## config.mk

```make
export PLATFORM = sky130hd
export DESIGN_NAME = decoder_scan
export DESIGN_NICKNAME = d
export VERILOG_FILES = /design/src/rtl/decoder_scan.sv
export SDC_FILE = /design/constraint.sdc
export NUM_CORES = 1
export LEC_CHECK = 0
export CAP_MARGIN = 15
export CORE_UTILIZATION = 30
export DETAILED_ROUTE_END_ITERATION = 16
export PLACE_DENSITY = 0.55
export REMOVE_ABC_BUFFERS = 1
export SYNTH_ARGS = -nofsm -noshare
export SYNTH_HDL_FRONTEND = slang
export SYNTH_SLANG_ARGS = --single-unit
```

## constraint.sdc

```tcl
create_clock -name clk -period 3.1 [get_ports clk]
set_input_delay 0.62 -clock clk [delete_from_list [all_inputs] [get_ports clk]]
set_output_delay 0.62 -clock clk [all_outputs]
set_load 0.02 [all_outputs]
```

## src/rtl/decoder_scan.sv

```systemverilog
// -----------------------------------------------------------------------------
// decoder_scan
//
// N-to-2**N one-hot decoder with an optional auto-scan mode. The decoded
// index sel is either loaded from A or, in scan mode, advanced by one every
// SCAN_DIV enabled clock cycles. All outputs are registered.
//
// Legal parameter ranges: 1 <= N <= 6, SCAN_DIV >= 1.
//
// Ports
//   clk    in   single clock, rising edge
//   rst_n  in   asynchronous active-low reset
//   en     in   block enable; when low, Y/valid clear and sel holds
//   mode   in   0 = direct decode, 1 = auto-scan
//   load   in   capture strobe: sel <= A (has priority over scanning)
//   A      in   [N-1:0] address to decode
//   Y      out  [2**N-1:0] one-hot decode of sel, or all-zero when disabled
//   sel    out  [N-1:0] current select index
//   valid  out  Y carries a legal one-hot value
//   wrap   out  one-cycle pulse when a scan step wraps 2**N-1 -> 0
//
// Per-edge priority: en=0, then load, then scan step, then hold.
// -----------------------------------------------------------------------------
module decoder_scan #(
    parameter int N        = 3,
    parameter int SCAN_DIV = 4
) (
    input  logic              clk,
    input  logic              rst_n,
    input  logic              en,
    input  logic              mode,
    input  logic              load,
    input  logic [N-1:0]      A,
    output logic [2**N-1:0]   Y,
    output logic [N-1:0]      sel,
    output logic              valid,
    output logic              wrap
);

    localparam int W  = 2**N;
    // A divide-by-1 prescaler still gets a 1-bit counter that never leaves 0.
    localparam int PW = (SCAN_DIV > 1) ? $clog2(SCAN_DIV) : 1;

    localparam logic [PW-1:0] PCNT_LAST = PW'(SCAN_DIV - 1);
    localparam logic [N-1:0]  SEL_LAST  = {N{1'b1}};

    logic [N-1:0]  sel_q,   sel_d;
    logic [PW-1:0] pcnt_q,  pcnt_d;
    logic [W-1:0]  y_q,     y_d;
    logic          valid_q, valid_d;
    logic          wrap_q,  wrap_d;

    // Next-state for the select index and prescaler.
    always_comb begin
        sel_d  = sel_q;
        pcnt_d = pcnt_q;
        wrap_d = 1'b0;
        if (!en) begin
            // Disabled: sel frozen, prescaler restarts so a re-enabled scan
            // gets a full SCAN_DIV period before its next step.
            pcnt_d = '0;
        end else if (load) begin
            sel_d  = A;
            pcnt_d = '0;
        end else if (mode) begin
            if (pcnt_q == PCNT_LAST) begin
                pcnt_d = '0;
                sel_d  = sel_q + N'(1);
                wrap_d = (sel_q == SEL_LAST);
            end else begin
                pcnt_d = pcnt_q + PW'(1);
            end
        end
        // mode=0 without load: sel and pcnt hold (defaults).
    end

    // Decode the *next* sel so Y and sel change on the same edge.
    always_comb begin
        y_d     = '0;
        valid_d = en;
        if (en) begin
            y_d[sel_d] = 1'b1;
        end
    end

    always_ff @(posedge clk or negedge rst_n) begin
        if (!rst_n) begin
            sel_q   <= '0;
            pcnt_q  <= '0;
            y_q     <= '0;
            valid_q <= 1'b0;
            wrap_q  <= 1'b0;
        end else begin
            sel_q   <= sel_d;
            pcnt_q  <= pcnt_d;
            y_q     <= y_d;
            valid_q <= valid_d;
            wrap_q  <= wrap_d;
        end
    end

    assign Y     = y_q;
    assign sel   = sel_q;
    assign valid = valid_q;
    assign wrap  = wrap_q;

endmodule
```

-- Word level (Yosys, flattened, before mapping)
Index checks and enable logic that the tools add are counted.
- eq/ne operators: 3
- reduce and logical (&&, ||, !) cells: 1
- multiplexer cells: 15
- order comparisons: 2
- $add $sub $neg: 2
- operator list (kind ; number):
    $mux 3 ; 4
    $mux 2 ; 4
    $mux 8 ; 1
    $mux 1 ; 5
    $lt 3x4->1 const B ; 1
    $add 3x1->3 const B ; 1
    $demux 1 s3 ; 1
    $eq 3x3->1 const B ; 1
    $ge 3x1->1 const B ; 1
    $ne 3x1->1 const B ; 1
    $add 2x1->2 const B ; 1
    $eq 2x2->1 const B ; 1
    $logic_and 1x1->1 ; 1
- register bits: 15
- logic and storage cells: 28
- input bits: 8
- output and inout bits: 13

-- Logic depth before layout (Yosys ltp)
Gate-level depths: netlist (run 1).
- word-level depth: 10
- depth in mapped cells: 6
- gate-level depth less buffers: 6

-- Least setup slack after synthesis (run 1)
No wires, ideal clock.
- kind: reg2reg
- start: register sel_q[0], in the netlist sel[0]
- end: register y_q[0], in the netlist Y[0]
- cell stages (with the launch flop): 7
- required time: 2963 ps
- period minus slack after synthesis: 1673 ps
- slack: 1427 ps
- arrival time: 1535 ps
- library setup time: 137 ps
- path buffers: 0
- cells stage by stage: dfrtp_1 ha_1 ha_1 mux2i_1 a221o_1 inv_2 nor3_1
- word-level cells in the longest chain between the ends: 10
- elaborated cells on any way between the ends: 11
- classes of those cells: add/sub: 1; order compare: 2; mux: 7; reduce/logical: 1
- ends and longest elaborated chain (element ; line ; RTL):
    from (decl) ; 47 ; logic [N-1:0] sel_q, sel_d;
    from (signal assigned) ; 94 ; sel_q <= sel_d;
    $add 3x1->3 * ; 68 ; sel_d = sel_q + N'(1);
    $mux 3 * ; 66 ; if (pcnt_q == PCNT_LAST) begin
    $mux 3 * ; 65 ; end else if (mode) begin
    $mux 3 * ; 62 ; end else if (load) begin
    $mux 3 * ; 58 ; if (!en) begin
    via sel_d[2] ; 47 ;
    $lt 3x4->1 (implied by the code) / $ge 3x1->1 (equally long branches) ; 82 ; y_d[sel_d] = 1'b1;
    $logic_and 1x1->1 (implied by the code) ; 82 ;
    $mux 1 (implied by the code) ; 82 ;
    $demux 1 s3 * ; 82 ;
    $mux 8 * ; 81 ; if (en) begin
    via y_d[0] ; 49 ; logic [W-1:0] y_q, y_d;
    to (signal assigned) ; 96 ; y_q <= y_d;
    to (decl) ; 49 ;
The timed path passes the listed nets; every way through them passes the cells marked *.
A chain may end at the register's enable or synchronous reset.

-- Worst setup path after layout (run 1)
- start: input port load
- end: register y_q[5], in the netlist Y[5]
- word-level cells in the longest chain between the ends: 7
- elaborated cells on any way between the ends: 8
- classes of those cells: order compare: 2; mux: 5; reduce/logical: 1
- ends and longest elaborated chain (element ; line ; RTL):
    from (decl) ; 32 ; input logic load,
    $mux 3 * ; 62 ;
    $mux 3 * ; 58 ;
    via sel_d[1] ; 47 ;
    $lt 3x4->1 (implied by the code) / $ge 3x1->1 (equally long branches) ; 82 ;
    $logic_and 1x1->1 (implied by the code) ; 82 ;
    $mux 1 (implied by the code) ; 82 ;
    $demux 1 s3 * ; 82 ;
    $mux 8 * ; 81 ;
    via y_d[5] ; 49 ;
Marks and branches as above.

==> out/metrics.csv, run 1 <==
stage;metric;value;unit
grt;vias in the first global route;396;
timing;unrepaired setup endpoints after global routing;false;
placement;Post-Place Cell Area;870;um^2
setup_path;total buffers and inverters traversed by the critical path;2;
synth;Seq/Total Area, Yosys;59.1;%
outcome;outcome;completed;
layout;area of the multi-input gates;241;um^2
clock_tree;CTS Sinks;15;
synth;Syn. warnings;0;
setup_path;Worst R2R Setup Slack;1370;ps
setup_path;crit end category;flop;
detailed_routing;Routed WL per cell;11.3;um
layout;Area Growth Syn to Fin;41.1;%
setup_path;CP arrival;2150;ps
timing;final setup TNS;0;ps
timing;Final Hold Fails;0;
layout;filler instances;188;
clock_tree;CTS Hold Bufs;0;
setup_path;worst endpoint required time;3290;ps
timing;clock skew after layout;2.96;ps
clock_tree;CTS root buffer;clkbuf_4;
detailed_routing;1st-iter DRT viols;3;
pwr;Peak VDD IR;0.235;mV
synth;syn_area_per_cell;11.6;um^2
clock_tree;Clock Latency Late Sink;280;ps
placement;RD Place Congestion;0.767;
synth;unique cell type count in the Yosys netlist;19;
layout;number of nets in the layout;92;
placement;Cells after DPL;102;
setup_path;Reg-to-Reg Start;pcnt_q[0]$_DFFE_PN0P_;
grt;pin count of the biggest net entering global routing;16;
detailed_routing;Vias/cell;4.36;
placement;Detailed Place HPWL;940;um
worst_hold_path;Min-Delay Startpoint;pcnt_q[1]$_DFFE_PN0P_;
timing;f_max;0.510;GHz
layout;Post-Route Utilization;45.3;%
clock_tree;PostCTS Resize Cnt;0;
detailed_routing;total number of vias;462;
clock_tree;CTS tree;built;
grt;gr ovfl total;0;
floorplan;die width;48.0;um
setup_path;Reg2Reg Depth;6;
floorplan;Ports;21;
detailed_routing;Initial DRT Pass Iterations;4;
timing;crit share post-route;63.3;%
detailed_routing;drc violations;0;
setup_path;crit path cell chain;clkdlybuf4s50_1 -> mux2_2 -> mux2i_2 -> inv_2 -> nor3_1;
pwr;Cell Pwr Density;530;nW/um^2
setup_path;maximum fanout along the worst path;6;
detailed_routing;Routed Antenna Nets;0;
timing;hold_ws;568;ps
flow_run;maxcap violations;0;
timing;Max-slew headroom;56.9;%
grt;overall routing resource usage;11.5;%
setup_path;CP Class;input pin to flop;
worst_hold_path;Hold Path Sink;pcnt_q[1]$_DFFE_PN0P_;
clock_tree;H-Tree Level Count;1;
timing;final setup fails;0;
clock_tree;Post CTS Setup Buffer Count;0;
clock_tree;clock transition at the registers of the reported paths;90;ps
setup_path;RR Endpoint;Y[5]$_DFF_PN0_;
placement;PortBufs;20;
detailed_routing;Detailed Route WL;1200;um
pwr;Static Leak;0.000414;uW
worst_hold_path;Hold Path Depth;2;
layout;Reg area;375;um^2
layout;# diodes;0;
floorplan;core area;1980;um^2
timing;Slew @ Worst Pin;645;ps
grt;initial antenna violation count;0;
layout;Finished Layout Cells;106;
synth;Post-Synthesis Cells;55;
setup_path;Top delay family on crit path;buffers and inverters;
synth;synthesis-stage register bit count;15;
synth;Mapped Area;636;um^2
worst_hold_path;Hold Crit Class;flop to flop;
setup_path;CP max-delay cell;clkdlybuf4s50_1;
layout;design area;897;um^2
timing;fin. max-slew vios;0;
layout;layout cell share with drive strength beyond 1;11.4;%
floorplan;Die Y;48.0;um
floorplan;initial core utilization;32.1;%
floorplan;area of the die;2310;um^2
clock_tree;Num CTS Buffers;3;
setup_path;Worst path max stage delay;570;ps
grt;first-pass GRT wire length;1790;um
floorplan;Site Rows;16;
setup_path;CP Launch Type;input pin;
clock_tree;Max Root-Sink Buffers;2;
timing;Min Clock Period, post-route;1960;ps
==> cell usage after synthesis <==
cell       n  share of area, %
a211o_1    1               1.4
a21oi_1    1              0.79
a221o_1    1               1.6
and2_4     1               1.4
and3_1     1              0.98
dfrtp_1   15                59
ha_1       4               7.9
inv_1      3               1.8
inv_2      2               1.2
mux2_2     1               1.8
mux2i_1    2               3.1
mux2i_2    1               2.2
nand2_1    3               1.8
nor2_1     6               3.5
nor3_1     9               7.1
o211ai_1   1               1.2
o21a_1     1               1.2
o21ai_1    1              0.79
xor2_1     1               1.4
==> cells in the final DEF, fill, tap and decap left out <==
master	count
ha_1	4
nor3_1	9
clkdlybuf4s50_1	20
xor2_1	1
a21oi_1	1
clkinv_2	1
inv_1	3
a211o_1	1
mux2_2	1
o21ai_1	1
and3_1	1
inv_2	2
and2_4	1
dfrtp_1	15
nand2_1	3
a221o_1	1
clkbuf_4	3
mux2i_1	2
o211ai_1	1
mux2i_2	1
o21a_1	1
nor2_1	6
==> state kept, by name (all words and copies together) (netlist names) <==
name / count
Y: 8
pcnt_q: 2
wrap: 1
sel: 3
valid: 1
==> final cells by class <==
type / instances / share of cell area [%]
sequential: 15 / 41.8
multi-input combinational: 35 / 26.9
timing repair buffer: 20 / 22.3
tap: 27 / 3.77
clock buffer: 3 / 2.51
inverter: 5 / 2.09
clock inverter: 1 / 0.558
==> report_power, final <==
part           internal, uW  switching [uW]  total [uW]
Sequential              215            13.0         228
Combinational          63.6            74.9         138
Clock                  47.8            61.3         109
==> how the worst max path moves through the flow <==
stage	end	start	slack (ps)	cells past startpoint
final	Y[5]$_DFF_PN0_	load	1140	5
after global routing	Y[5]$_DFF_PN0_	load	1010	5
after CTS	sel[0]	sel[0]$_DFF_PN0_	1140	1
after detailed placement	Y[5]$_DFF_PN0_	load	850	5
after global placement	Y[5]$_DFF_PN0_	load	860	5
after floorplan	Y[0]$_DFF_PN0_	sel[0]$_DFF_PN0_	1430	6
==> stage by stage <==
| stage | total power [uW] | setup slack (ps) |
|---|---|---|
| global placement | 369 | 856 |
| floorplan | 305 | 1430 |
| global route | 506 | 1010 |
| detailed placement | 370 | 847 |
| finish | 475 | 1140 |
| CTS | 481 | 1140 |
==> logic make-up after synthesis <==
group | share of synthesized area [%]
simple gates | 14.8
flops | 59.1
buf+inv | 2.95
mux | 7.09
compound gates | 6.89
fa+ha+maj | 7.87
xor+xnor | 1.38
==> worst register-to-register path, delay by kind of cell, from the launching register on <==
family | cells | cell delay, ps
flops | 1 | 430
simple gates | 2 | 380
mux | 1 | 360
fa+ha+maj | 1 | 210
compound gates | 1 | 170
buf+inv | 1 | 100
==> per-layer routing <==
layer  GRT usage [%]  part of all wire [%]
met5               0                     0
met4            5.00                     0
met1            16.8                    52
met3            2.26                   4.2
met2            16.2                    44
Power figures use the tool's default switching activity.
==> run 2, diff against run 1 <==
Settings changed: PLACE_DENSITY 0.55 to 0.57.
Clock period 3.1 ns to 1.8 ns, I/O delays scaled along.
==> run 2 against run 1 <==
Critical path type is now flop to flop. Clock power up 76%. Worst hold slack worse by 180 ps. Cell count increased by 6.6%. Largest cell class unchanged. Combinational power grew 96%. Clock skew down 2.4 ps. Register-to-register slack worse by 1300 ps.
==> out/metrics.csv, run 2 (synthesis gave the netlist of run 1 again) <==
stage;metric;value;unit;change
placement;PortBufs;20;;unchanged
pwr;Net Sw Frac;30.9;%;-0.48 points
clock_tree;Post CTS Setup Buffer Count;0;;unchanged
grt;initial antenna violation count;0;;unchanged
timing;final setup fails;0;;unchanged
grt;pin count of the biggest net entering global routing;16;;unchanged
detailed_routing;Routed WL per cell;10.6;um;-6.7%
setup_path;maximum fanout along the worst path;5;;-1
clock_tree;Clock Latency Late Sink;280;ps;about the same
timing;Final Hold Fails;0;;unchanged
layout;most common cell after layout, fill and taps aside;clkdlybuf4s50_1;;
setup_path;CP arrival;1890;ps;-260 ps
setup_path;Setup crit start;sel[0]$_DFF_PN0_;;
layout;most frequent cells in the layout;20 x clkdlybuf4s50_1, 15 x dfrtp_1, 9 x nor3_1;;
clock_tree;CTS tree;built;;
layout;Finished Layout Cells;113;;+6.6%
clock_tree;Num CTS Buffers;3;;unchanged
setup_path;CP Class;flop to flop;;
layout;Area Growth Syn to Fin;49.4;%;
detailed_routing;Routed Antenna Nets;0;;unchanged
timing;crit share post-route;93.7;%;
clock_tree;H-Tree Level Count;1;;unchanged
clock_tree;clock transition at the registers of the reported paths;90;ps;about the same
timing;fin. max-slew vios;0;;unchanged
pwr;switching pwr;264;uW;+77%
setup_path;worst endpoint required time;2000;ps;-1290 ps
grt;overall routing resource usage;11.8;%;+0.32 points
layout;number of nets in the layout;99;;+7.6%
clock_tree;CTS Hold Bufs;0;;unchanged
worst_hold_path;Hold Crit Class;input pin to async pin;;
pwr;Static Leak;0.000447;uW;+8.1%
setup_path;crit end category;flop;;
timing;clock skew after layout;0.609;ps;-2.35 ps
timing;Slew @ Worst Pin;217;ps;-428 ps
pwr;internal power;590;uW;+81%
pwr;Clock Power Share;22.5;%;-0.4 points
placement;RD Place Congestion;0.732;;-4.5%
timing;Max-slew headroom;85.5;%;+29 points
pwr;Cell Pwr Density;899;nW/um^2;+70%
floorplan;Die Y;48.0;um;unchanged
floorplan;die width;48.0;um;unchanged
clock_tree;CTS Sinks;15;;unchanged
placement;Post-Place Cell Area;922;um^2;+6.0%
floorplan;core area;1980;um^2;unchanged
grt;gr ovfl total;0;;unchanged
pwr;combinational power share;31.8;%;+2.7 points
outcome;outcome;completed;;
timing;Min Clock Period, post-route;1690;ps;
layout;design area;950;um^2;+5.9%
layout;max reg flops;8;;unchanged
timing;final setup TNS;0;ps;unchanged
detailed_routing;Initial DRT Pass Iterations;4;;unchanged
floorplan;area of the die;2310;um^2;unchanged
pwr;Tot Pwr;854;uW;+80%
floorplan;Site Rows;16;;unchanged
layout;Post-Route Utilization;47.9;%;+2.7 points
timing;f_max;0.593;GHz;
detailed_routing;Detailed Route WL;1200;um;-0.58%
detailed_routing;1st-iter DRT viols;8;;+5
detailed_routing;drc violations;0;;unchanged
clock_tree;Max Root-Sink Buffers;2;;unchanged
floorplan;Ports;21;;unchanged
detailed_routing;Vias/cell;4.27;;-1.9%
clock_tree;CTS root buffer;clkbuf_4;;
timing;unrepaired setup endpoints after global routing;false;;
pwr;Peak VDD IR;0.504;mV;+110%
placement;Detailed Place HPWL;953;um;+1.4%
layout;# diodes;0;;unchanged
pwr;Seq pwr share;45.7;%;-2.2 points
detailed_routing;total number of vias;483;;+4.5%
flow_run;maxcap violations;0;;unchanged
clock_tree;PostCTS Resize Cnt;0;;unchanged
grt;first-pass GRT wire length;1730;um;-3.1%
layout;layout cell share with drive strength beyond 1;18.6;%;+7.2 points
floorplan;initial core utilization;32.1;%;unchanged
setup_path;Reg-to-Reg Start;sel[0]$_DFF_PN0_;;
placement;Cells after DPL;109;;+6.9%
grt;vias in the first global route;391;;-1.3%
setup_path;CP Launch Type;flop;;
[run 2: changes by cell type in the layout (fill, tap and decap cells not counted)]
cell   change
buf_4      +7
[run 2: layout make-up]
class / count / area (um^2)
clock buffers: 3 / 22.5
fillers: 184 / 1030
repair buffers: 27 / 253
flip-flops and latches: 15 / 375
multi-input cells: 35 / 241
well taps: 27 / 33.8
inverters: 5 / 18.8
clock inverters: 1 / 5.00
[run 2: power by group through the flow]
stage	logic (uW)	clock network [uW]	registers (uW)
5_1_grt	298	213	396
3_5_place_dp	274	0	398
6_report	271	192	390
3_3_place_gp	271	0	398
2_1_floorplan	87.3	0	438
4_1_cts	274	201	391
[run 2: worst paths after layout]
| kind | to | slack (ps) | cells after the start |
|---|---|---|---|
| max | Y[1]$_DFF_PN0_ | 110 | 6 |
| min | Y[2]$_DFF_PN0_ | 390 | 2 |
| max reg2reg | Y[1]$_DFF_PN0_ | 110 | 6 |
| min reg2reg | pcnt_q[1]$_DFFE_PN0P_ | 560 | 2 |
| max in group asynchronous | pcnt_q[1]$_DFFE_PN0P_ | 1240 | 2 |
| min in group clk | pcnt_q[1]$_DFFE_PN0P_ | 560 | 2 |
[run 2: through the flow]
| stage | hold WS, ps | worst slack (ps) |
|---|---|---|
| floorplan | 64.4 | 127 |
| global placement | 552 | -55.8 |
| detailed placement | 553 | -94.7 |
| CTS | 384 | 66.6 |
| global route | 402 | 4.63 |
| finish | 387 | 114 |
[run 2: metal layers]
| metal | up-vias | part of all wire (%) | track usage (%) |
|---|---|---|---|
| li1 | 255 | - | - |
| met1 | 209 | 56 | 17.3 |
| met2 | 16 | 38 | 14.3 |
| met3 | 3 | 3.3 | 3.40 |
| met4 | 0 | 2.3 | 8.33 |
| met5 | - | 0 | 0 |
[run 2: critical path: stages (launching register included)]
cell,delay (ps)
dfrtp_1,430
ha_1,220
ha_1,270
mux2i_1,140
a221o_1,260
inv_2,90
nor3_1,210
==> run 3, diff against run 2 <==
Settings changed: CORE_UTILIZATION 30 to 38, PLACE_DENSITY 0.57 to 0.7.
==> run 3 against run 2 <==
Total power up 0.17%. Count of clock-buffer cells in the layout unchanged. Combinational power up 2%. Critical endpoint is now sel[0]. Largest power group unchanged.
==> out/metrics.csv, run 3 (synthesis gave the netlist of run 1 again) <==
stage;metric;value;unit;change
outcome;outcome;completed;;
detailed_routing;1st-iter DRT viols;5;;-3
clock_tree;CTS root buffer;clkbuf_4;;
layout;most common cell after layout, fill and taps aside;clkdlybuf4s50_1;;
floorplan;Die Y;42.9;um;-11%
timing;Final Hold Fails;0;;unchanged
timing;unrepaired setup endpoints after global routing;false;;
timing;crit share post-route;95.3;%;+1.6 points
grt;initial antenna violation count;0;;unchanged
clock_tree;CTS Sinks;15;;unchanged
placement;Post-Place Cell Area;938;um^2;+1.8%
layout;filler instances;135;;-27%
pwr;internal power;591;uW;+0.20%
placement;RD Place Congestion;0.780;;+6.6%
flow_run;maxcap violations;0;;unchanged
setup_path;worst endpoint required time;1440;ps;-560 ps
pwr;combinational power share;32.4;%;+0.6 points
clock_tree;CTS tree;built;;
setup_path;CP max-delay cell;clkdlybuf4s50_1;;
floorplan;die width;42.9;um;-11%
timing;post-route setup slack;83.9;ps;-29.7 ps
setup_path;crit end category;output port;;
setup_path;crit path cell chain;buf_4 -> clkdlybuf4s50_1;;
layout;max reg flops;8;;unchanged
floorplan;Site Rows;14;;-2
clock_tree;Num CTS Buffers;3;;unchanged
layout;layout cell share with drive strength beyond 1;22.2;%;+3.6 points
clock_tree;PostCTS Resize Cnt;0;;unchanged
setup_path;CP Launch Type;flop;;
timing;f_max;0.583;GHz;-1.7%
detailed_routing;Routed WL per cell;11.4;um;+7.5%
layout;Reg area;375;um^2;unchanged
clock_tree;Max Root-Sink Buffers;2;;unchanged
layout;Area Growth Syn to Fin;52.0;%;
layout;most frequent cells in the layout;20 x clkdlybuf4s50_1, 15 x dfrtp_1, 11 x buf_4;;
pwr;Static Leak;0.000466;uW;+4.2%
clock_tree;clock transition at the registers of the reported paths;100;ps;about the same
worst_hold_path;Hold Crit Class;input pin to async pin;;
floorplan;area of the die;1840;um^2;-20%
setup_path;CP Class;flop to output port;;
placement;pre-CTS setup slack;-46.2;ps;+48.4 ps
grt;pin count of the biggest net entering global routing;16;;unchanged
layout;Finished Layout Cells;106;;-6.2%
pwr;Cell Pwr Density;885;nW/um^2;-1.5%
pwr;switching pwr;264;uW;about the same
timing;Min Clock Period, post-route;1720;ps;+29.7 ps
setup_path;Top delay family on crit path;buffers and inverters;;
grt;overall routing resource usage;14.7;%;+2.9 points
setup_path;Worst path max stage delay;590;ps;+160 ps
timing;fin. max-slew vios;0;;unchanged
pwr;Clock Power Share;22.0;%;-0.5 points
floorplan;Ports;21;;unchanged
timing;Slew @ Worst Pin;247;ps;+29.4 ps
setup_path;maximum fanout along the worst path;3;;-2
pwr;Net Sw Frac;30.9;%;about the same
detailed_routing;Vias/cell;4.66;;+9.0%
detailed_routing;Initial DRT Pass Iterations;2;;-2
clock_tree;Post CTS Setup Buffer Count;0;;unchanged
detailed_routing;Detailed Route WL;1210;um;+0.84%
timing;clock skew after layout;13.3;ps;+12.7 ps
detailed_routing;Routed Antenna Nets;0;;unchanged
layout;design area;966;um^2;+1.7%
layout;area of the multi-input gates;241;um^2;unchanged
clock_tree;H-Tree Level Count;1;;unchanged
detailed_routing;total number of vias;494;;+2.3%
grt;gr ovfl total;0;;unchanged
timing;final setup fails;0;;unchanged
clock_tree;CTS Hold Bufs;0;;unchanged
floorplan;initial core utilization;41.2;%;+9.2 points
grt;vias in the first global route;465;;+19%
grt;first-pass GRT wire length;1950;um;+12%
detailed_routing;drc violations;0;;unchanged
timing;Max-slew headroom;83.2;%;-2.2 points
layout;# diodes;0;;unchanged
clock_tree;Clock Latency Late Sink;280;ps;about the same
setup_path;CP arrival;1360;ps;-530 ps
placement;Detailed Place HPWL;942;um;-1.1%
pwr;Peak VDD IR;0.715;mV;+42%
layout;number of nets in the layout;103;;+4.0%
placement;PortBufs;20;;unchanged
pwr;Seq pwr share;45.6;%;about the same
pwr;Tot Pwr;855;uW;+0.17%
floorplan;core area;1540;um^2;-22%
setup_path;total buffers and inverters traversed by the critical path;2;;+1
placement;Cells after DPL;102;;-6.4%
[run 3: cell types whose count changed in the layout (fill, tap and decap cells not counted)]
cell   before  now
buf_4       7   11
[run 3: power by group through the flow]
stage               Sequential, uW  Clock (uW)  Combinational, uW
floorplan                      438           0               87.3
global placement               398           0                273
detailed placement             397           0                280
CTS                            391         194                281
global route                   394         207                302
finish                         390         188                277
[run 3: metal layers]
| metal | vias up | part of all wire [%] | GRT usage [%] |
|---|---|---|---|
| met5 | - | 0 | 0 |
| met4 | 0 | 0 | 1.88 |
| met3 | 0 | 6.2 | 8.51 |
| met2 | 14 | 50 | 23.9 |
| met1 | 222 | 43 | 17.1 |
| li1 | 258 | - | - |
[run 3: layout make-up]
class | count | area share [%]
clock buffer | 3 | 2.33
timing repair buffer | 31 | 29.3
clock inverter | 1 | 0.518
inverter | 5 | 1.94
tap | 16 | 2.07
multi-input combinational | 35 | 25.0
sequential | 15 | 38.9
[run 3: worst paths after layout]
kind	startpoint	endpoint	slack, ps	depth (start not counted)
min in group clk	pcnt_q[1]$_DFFE_PN0P_	pcnt_q[1]$_DFFE_PN0P_	570	2
max	sel[0]$_DFF_PN0_	sel[0]	80	2
min	rst_n	Y[7]$_DFF_PN0_	380	2
max in group asynchronous	rst_n	pcnt_q[1]$_DFFE_PN0P_	1240	2
min reg2reg	pcnt_q[1]$_DFFE_PN0P_	pcnt_q[1]$_DFFE_PN0P_	570	2
max reg2reg	sel[1]$_DFF_PN0_	Y[7]$_DFF_PN0_	130	5
[run 3: worst reg2reg max path, delay by kind of cell (launching register included)]
| family | cells | cell delay [ps] |
|---|---|---|
| DFF | 1 | 420 |
| AOI/OAI and AO/OA | 1 | 390 |
| and+or+nand+nor | 1 | 240 |
| adders and majority gates | 2 | 470 |
| muxes | 1 | 70 |
[run 3: per-stage QoR]
step | hold slack [ps] | TNS [ps] | utilization [%]
after floorplan | 64.4 | 0 | -
after global placement | 555 | -38.3 | 60.9
after detailed placement | 563 | -186 | 60.9
after CTS | 386 | 0 | 62.7
after global routing | 395 | 0 | 62.7
final | 377 | 0 | 62.7
